`src/rtl/double_gt.sv`:
```
// IEEE-754 binary64 greater-than compare: z = (a > b) in numeric order, NaN unordered.
// Latency 1 cycle: z reflects the a/b pair sampled at the previous rising clk edge.
// No backpressure: a new operand pair is accepted every cycle; z holds between edges.
//
// Ports:
//   clk  - clock, all state updates on the rising edge
//   rst  - synchronous active-high reset, forces z to 0 and dominates a/b
//   a    - operand A, binary64 (sign[63], exp[62:52], frac[51:0])
//   b    - operand B, binary64, same layout
//   z    - registered result, 1 when a > b
module double_gt (
  input  logic        clk,
  input  logic        rst,
  input  logic [63:0] a,
  input  logic [63:0] b,
  output logic        z
);

  // Per-operand classification. The magnitude is the raw exponent:fraction
  // field, which for binary64 orders identically to the absolute value for all
  // non-NaN encodings (subnormals, normals and infinity).
  typedef struct packed {
    logic        sign;
    logic        nan;
    logic        zero;
    logic [62:0] mag;
  } fp_class_t;

  function automatic fp_class_t classify(input logic [63:0] v);
    fp_class_t c;
    c.sign = v[63];
    c.nan  = (v[62:52] == 11'h7FF) && (v[51:0] != 52'd0);
    c.zero = (v[62:0] == 63'd0);
    c.mag  = v[62:0];
    return c;
  endfunction

  fp_class_t a_cls;
  fp_class_t b_cls;
  logic      gt_nxt;

  assign a_cls = classify(a);
  assign b_cls = classify(b);

  // Decision ladder, first match wins. The both-zero rule must precede the
  // sign rules so that +0 > -0 reports false.
  always_comb begin
    gt_nxt = 1'b0;
    if (a_cls.nan || b_cls.nan) begin
      gt_nxt = 1'b0;
    end else if (a_cls.zero && b_cls.zero) begin
      gt_nxt = 1'b0;
    end else if (a_cls.sign != b_cls.sign) begin
      gt_nxt = ~a_cls.sign;
    end else if (!a_cls.sign) begin
      gt_nxt = (a_cls.mag > b_cls.mag);
    end else begin
      // Both negative: the smaller magnitude is the larger number.
      gt_nxt = (a_cls.mag < b_cls.mag);
    end
  end

  always_ff @(posedge clk) begin
    if (rst) begin
      z <= 1'b0;
    end else begin
      z <= gt_nxt;
    end
  end

endmodule

```
`config.mk`:
```
export PLATFORM = sky130hd
export DESIGN_NAME = double_gt
export DESIGN_NICKNAME = d
export VERILOG_FILES = /design/src/rtl/double_gt.sv
export SDC_FILE = /design/constraint.sdc
export NUM_CORES = 1
export LEC_CHECK = 0
export ABC_CLOCK_PERIOD_IN_PS = 5700
export CORE_MARGIN = 3
export CORE_UTILIZATION = 40
export DETAILED_ROUTE_END_ITERATION = 8
export HOLD_SLACK_MARGIN = 0.02
export PLACE_DENSITY = 0.95
export SLEW_MARGIN = 20
export SYNTH_ARGS = -nofsm -noshare
export SYNTH_HDL_FRONTEND = slang
export SYNTH_SLANG_ARGS = --single-unit
```
`constraint.sdc`:
```
create_clock -name clk -period 5.7 [get_ports clk]
set_clock_uncertainty 0.05 [all_clocks]
set_input_delay 1.14 -clock clk [delete_from_list [all_inputs] [get_ports clk]]
set_output_delay 1.14 -clock clk [all_outputs]
set_load 0.1 [all_outputs]
```
# Word level (Yosys, flattened, before mapping)
# Index checks and enable logic that the tools add are counted.
[op_classes] n_eq_ne=3 muxes=2 n_lt_le_gt_ge=2 n_bitwise=1 n_reduce_logical=9
[op_table] operator="63-bit logical NOT" count=2
[op_table] operator="52-bit nonzero test" count=2
[op_table] operator="63-bit greater-than comparator" count=1
[op_table] operator="63-bit < comparator" count=1
[op_table] operator="11-bit == test, second input constant" count=2
[op_table] operator="1-bit logical AND" count=3
[op_table] operator="3-bit OR reduction" count=1
[op_table] operator="1-bit two-way mux" count=2
[op_table] operator="1-bit logical OR" count=1
[op_table] operator="1-bit inequality test" count=1
[op_table] operator="1-bit NOT" count=1
[word_totals] in_bits=130 elab_cells=18 reg_bits=1 out_inout_bits=1

# Depth between registers and ports, before layout
# Gate-level depths: netlist (run 1).
[depth] word_depth=4 depth_mapped=9 mapped_depth_nobuf=9

# Least setup slack after synthesis (run 1)
# Ideal clock, no wire load.
[synth_timing] path_type="input to register" startpoint="input b[2]" endpoint="register z" arrival_ns=2.838 path_slack_ns=2.726 stages=9 path_buffers=0 required_ns=5.564 path_cell_list="inv_1 ha_1 a21oi_2 a21oi_1 o31a_1 a2111oi_2 o21ai_1 or2_1 a221oi_2"
[synth_between] elab_chain_cells=4
[synth_rtl] element="start: declaration" line="15" text="input logic [63:0] b,"
[synth_rtl] element="parallel branches: the longest is 4 deep, another holds 63-bit greater-than comparator"
[synth_rtl] element="end signal: assignment" line="67" text="z <= gt_nxt;"
[synth_rtl] element="end: declaration" line="16" text="output logic z"
# Parallel ways; which one is timed is not known.
# A chain may end at the register's enable or synchronous reset.

# Final worst setup path (run 1)
# Ends and elaborated chain as after synthesis.

==> impl_metrics.ini, run 1 <==
[yosys]
netlist_instances = 286
synth_nets = 479
yosysSeqAreaShare_pct = 1.02
synthArstFlopShare_pct = 0
synth_top_cell_by_area = ha_1
yosysWarnings = 0
synth_edf_count = 0
avgSynthCellArea_sq_um = 6.86
yosysTopAreaCellShare_pct = 40.2
synth-seq-cells = 1
synth_flop_cell = dfxtp_1
synth_area_leaders = ha_1 (40%), inv_1 (12%), nor4_1 (12%)
synthesis.area_sq_um = 1960
synth.distinct_cells = 32

[placed_design]
pre_cts_slack_ns = 2.03
gp_congestion = 1.02
io_buffers = 130
dp_hpwl_microns = 7100
postPlaceCellArea_sq_um = 3340

[critical_path]
worstPathRequired_ns = 5.56
cp_cell_sequence = clkdlybuf4s50_1 > inv_1 > ha_1 > a21oi_2 > a21oi_1 > o31a_1 > a2111oi_2 > o21ai_1 > or2_1 > a221oi_2
startpoint_type = input port
crit_family = compound AO/OA/AOI/OAI gates
slowest_stage = clkdlybuf4s50_1
worstPathArrival_ns = 3.56
crit_buf_inv = 2
cp_max_fo = 3
criticalPathCategory = input port to flip-flop
max_stage_delay_ns = 0.49
worstSetupEndpointType = flip-flop
cp_num_cells = 10

[cells_and_area]
antennaDiodeCount = 0
syn_to_final_growth_pct = 70.5
final_nets = 611
drive_gt1_share_pct = 1.44
mostFrequentLayoutCells = clkdlybuf4s50_1 (130), inv_1 (64), ha_1 (63)
final_common_cell = clkdlybuf4s50_1
largest_reg_flops = 1
final_cell_area_sq_um = 3340
regMostFlops = z
top_regs = z: 1 flops

[routing]
wl_met1_microns = 2930
vias = 2683
met2_length_microns = 3740
drt.antenna.violating_nets = 0
viasPerCell = 5.58
wl_met3_microns = 709
wl_microns = 7660
top_layer = met4
drtPass1Iterations = 4
wl_per_cell_microns = 15.9
drt_iter0_drc = 91
drc = 0

[sta]
fin_setup_tns_ns = 0
slew_headroom_pct = 33.6
rsz0062_at_grt = false
tightest_slew_ns = 0.993
setup_viol = 0
period_share_pct = 64.9
finalHoldViolations = 0
drv_slew = 0
fmax_ghz = 0.270
finalCriticalPeriod_ns = 3.70
worst_slack_ns = 2.00

[floorplanning]
rows = 24
die_w_microns = 76.0
ios = 131
initial_core_util_pct = 43.2
dieArea_sq_um = 5780
chipHeight_microns = 76.0
core-area_sq_um = 4530

[grt]
grt_max_degree = 4
grt_use_total_pct = 25.0
grt-ovfl-total = 0
antenna_found_initial = 0
grt_pass1_wl_microns = 12300
grt_pass1_vias = 2767

[power_and_ir_drop]
leakagePower_nw = 1.54
peakVddDrop_mv = 0.0362
power_density_nw_per_um2 = 69.8

[clock_network]
cts_hold_buffers = 0
cts_setup_buffers = 0
clkTransAtPathRegs_ns = 0
cts_resized = 0

[job]
drv_cap = 0

[min_path]
whs_path_depth = 2
worstHoldPathType = input port to flip-flop

[status]
outcome = complete, no violations
-- layout make-up --
cell class | count | area [sq um]
fillers | 346 | 1190
inverters | 64 | 240
multi-input cells | 221 | 1700
flip-flops and latches | 1 | 20.0
well taps | 65 | 81.3
repair buffers | 130 | 1300
-- power breakdown --
part	internal (W)	total (W)	leakage (nW)	switching (W)
Clock	0	0	0	0
Sequential	0.00000785	0.00000815	0.00836	0.000000293
Combinational	0.000128	0.000225	1.54	0.0000973
-- synth_stat cells, types with 3 or more instances --
cell	instances
ha_1	63
nor2_1	8
a211oi_1	3
inv_1	64
nor4_1	38
o21ai_1	3
nand4_1	17
nand3_1	13
a21oi_1	25
nand2_1	23
o21ai_0	5
-- stage by stage --
stage	hold slack [ns]	std cells	util [%]	total power [W]
CTS	1.68	481	73.7	0.000232
global placement	1.67	481	73.7	0.000221
floorplan	1.17	286	-	0.0000981
finish	1.69	481	73.7	0.000233
global route	1.70	481	73.7	0.000255
detailed placement	1.67	481	73.7	0.000230
-- cell families (layout without fill, tap and decap cells) --
group	Yosys count	after routing	share of synthesized area [%]
buffers and inverters	64	194	12.3
DFF	1	1	1.02
adders and majority gates	63	63	40.2
and+or+nand+nor	108	108	30.2
AOI/OAI and AO/OA	50	50	16.3
-- routing by layer --
layer,up-vias,track usage [%]
li1,1331,-
met1,1185,27.8
met2,137,46.5
met3,30,6.15
met4,0,7.97
met5,-,0
-- path summary, 6_finish.rpt --
check	start	end	slack, ns
setup / recovery	b[2]	z	2.00
hold / removal	a[63]	z	1.69
Note: power is estimated with default switching activity, not from simulation.
==> inputs of run 2 (changes only) <==
--- a/config.mk
+++ b/config.mk
@@ -5,9 +5,9 @@
 export SDC_FILE = /design/constraint.sdc
 export NUM_CORES = 1
 export LEC_CHECK = 0
-export ABC_CLOCK_PERIOD_IN_PS = 5700
+export ABC_CLOCK_PERIOD_IN_PS = 3500
 export CORE_MARGIN = 3
-export CORE_UTILIZATION = 40
+export CORE_UTILIZATION = 37
 export DETAILED_ROUTE_END_ITERATION = 8
 export HOLD_SLACK_MARGIN = 0.02
 export PLACE_DENSITY = 0.95
==> constraint.sdc (replaced) <==
create_clock -name clk -period 3.5 [get_ports clk]
set_clock_uncertainty 0.05 [all_clocks]
set_input_delay 0.7 -clock clk [delete_from_list [all_inputs] [get_ports clk]]
set_output_delay 0.7 -clock clk [all_outputs]
set_load 0.1 [all_outputs]
==> run 2 against run 1 <==
Hold slack got worse by 0.46 ns. Design area barely moved. Global-route usage grew 0.20 points. Total power increased by 64%. Largest cell class unchanged. Sequential share of layout area is essentially flat. Sequential power rose by 64%. Highest routed layer unchanged.
==> impl_metrics.ini, run 2 (synthesis results as in run 1) <==
[min_path]
whs_path_depth = 3
hp-start = b[63]
hold_end = z
worstHoldPathType = input port to flip-flop

[status]
outcome = complete, no violations

[floorplanning]
rows = 25
initial_core_util_pct = 39.9
chipHeight_microns = 78.8
core-area_sq_um = 4910
die_w_microns = 78.8
dieArea_sq_um = 6210
ios = 131

[cells_and_area]
drive_gt1_share_pct = 1.44
final_common_cell = clkdlybuf4s50_1
mostFrequentLayoutCells = clkdlybuf4s50_1 (130), inv_1 (64), ha_1 (63)
top_regs = z: 1 flops
postLayoutCoreUtil_pct = 68.1
final_nets = 611
antennaDiodeCount = 0
largest_reg_flops = 1
syn_to_final_growth_pct = 70.6
seq_area_sq_um = 20.0
regMostFlops = z
multi_input_area_sq_um = 1700
n_fill_cell = 448

[placed_design]
io_buffers = 130
dp_hpwl_microns = 7440
gp_congestion = 0.928

[routing]
wl_per_cell_microns = 16.6
drtPass1Iterations = 4
drc = 0
viasPerCell = 5.53
vias = 2673
wl_microns = 8030
drt.antenna.violating_nets = 0
drt_iter0_drc = 103

[critical_path]
slowest_stage = clkdlybuf4s50_1
worstPathRequired_ns = 3.36
cp_cell_sequence = clkdlybuf4s50_1 > inv_1 > ha_1 > a21oi_1 > o21ai_1 > a221oi_1 > o211ai_1 > a221o_1 > or2_1 > a221oi_2
max_stage_delay_ns = 0.49
startpoint_type = input port
worstPathArrival_ns = 3.07
criticalPathCategory = input port to flip-flop
cp_max_fo = 2
crit_buf_inv = 2
worstSetupEndpointType = flip-flop
crit_family = compound AO/OA/AOI/OAI gates

[power_and_ir_drop]
leakagePower_nw = 1.54
peakVddDrop_mv = 0.0567
power_density_nw_per_um2 = 115

[sta]
finalCriticalPeriod_ns = 3.21
fmax_ghz = 0.312
tightest_slew_ns = 0.961
setup_viol = 0
drv_slew = 0
finalHoldViolations = 0
rsz0062_at_grt = false
slew_headroom_pct = 35.7
period_share_pct = 91.6
fin_setup_tns_ns = 0

[clock_network]
cts_hold_buffers = 0
cts_resized = 0
cts_setup_buffers = 0
clkTransAtPathRegs_ns = 0

[grt]
grt-ovfl-total = 0
grt_pass1_vias = 2828
antenna_found_initial = 0
grt_use_total_pct = 25.2
grt_pass1_wl_microns = 12800
grt_max_degree = 4

[job]
drv_cap = 0
## run 2: cell counts in the layout (fill, tap and decap cells not counted)
No cell type changed its count.
## run 2: report_power, final
group / switching [W] / internal, W / leakage, nW / total (W)
clock: 0 / 0 / 0 / 0
sequential: 0.000000625 / 0.0000128 / 0.00836 / 0.0000134
combinational: 0.000161 / 0.000209 / 1.54 / 0.000370
## run 2: tightest hold or removal path, cell delays in order
cell and delay [ns]:
clkdlybuf4s50_1 0.40, inv_1 0.07, a221oi_2 0.05
## run 2: layout make-up
type / instances / share of cell area (%)
sequential: 1 / 0.598
multi-input combinational: 221 / 50.8
tap: 67 / 2.51
timing repair buffer: 130 / 38.9
inverter: 64 / 7.18
## run 2: per-layer routing
metal / GRT usage (%) / vias up / routed length (microns)
met5: 0 / - / 0
met4: 4.72 / 0 / 201
met3: 1.93 / 22 / 394
met2: 48.5 / 111 / 4100
met1: 30.5 / 1216 / 3330
li1: - / 1324 / -
## run 2: worst max-delay path by stage
stage,startpoint,end,slack (ns),cells after the start
finish,b[34],z,0.29,10
global route,b[57],z,0.07,10
CTS,b[2],z,0.32,10
detailed placement,b[2],z,0.33,10
global placement,b[45],z,0.36,10
floorplan,b[2],z,0.97,9
## run 2: per-stage QoR
step	std cells	cell area [sq um]	setup slack [ns]	hold slack, ns	total power (W)
after detailed placement	483	3350	0.327	1.23	0.000378
after global placement	483	3350	0.361	1.23	0.000363
after floorplan	286	1960	0.966	0.734	0.000160
final	483	3350	0.294	1.23	0.000383
after global routing	483	3350	0.0736	1.23	0.000423
after CTS	483	3350	0.318	1.23	0.000381
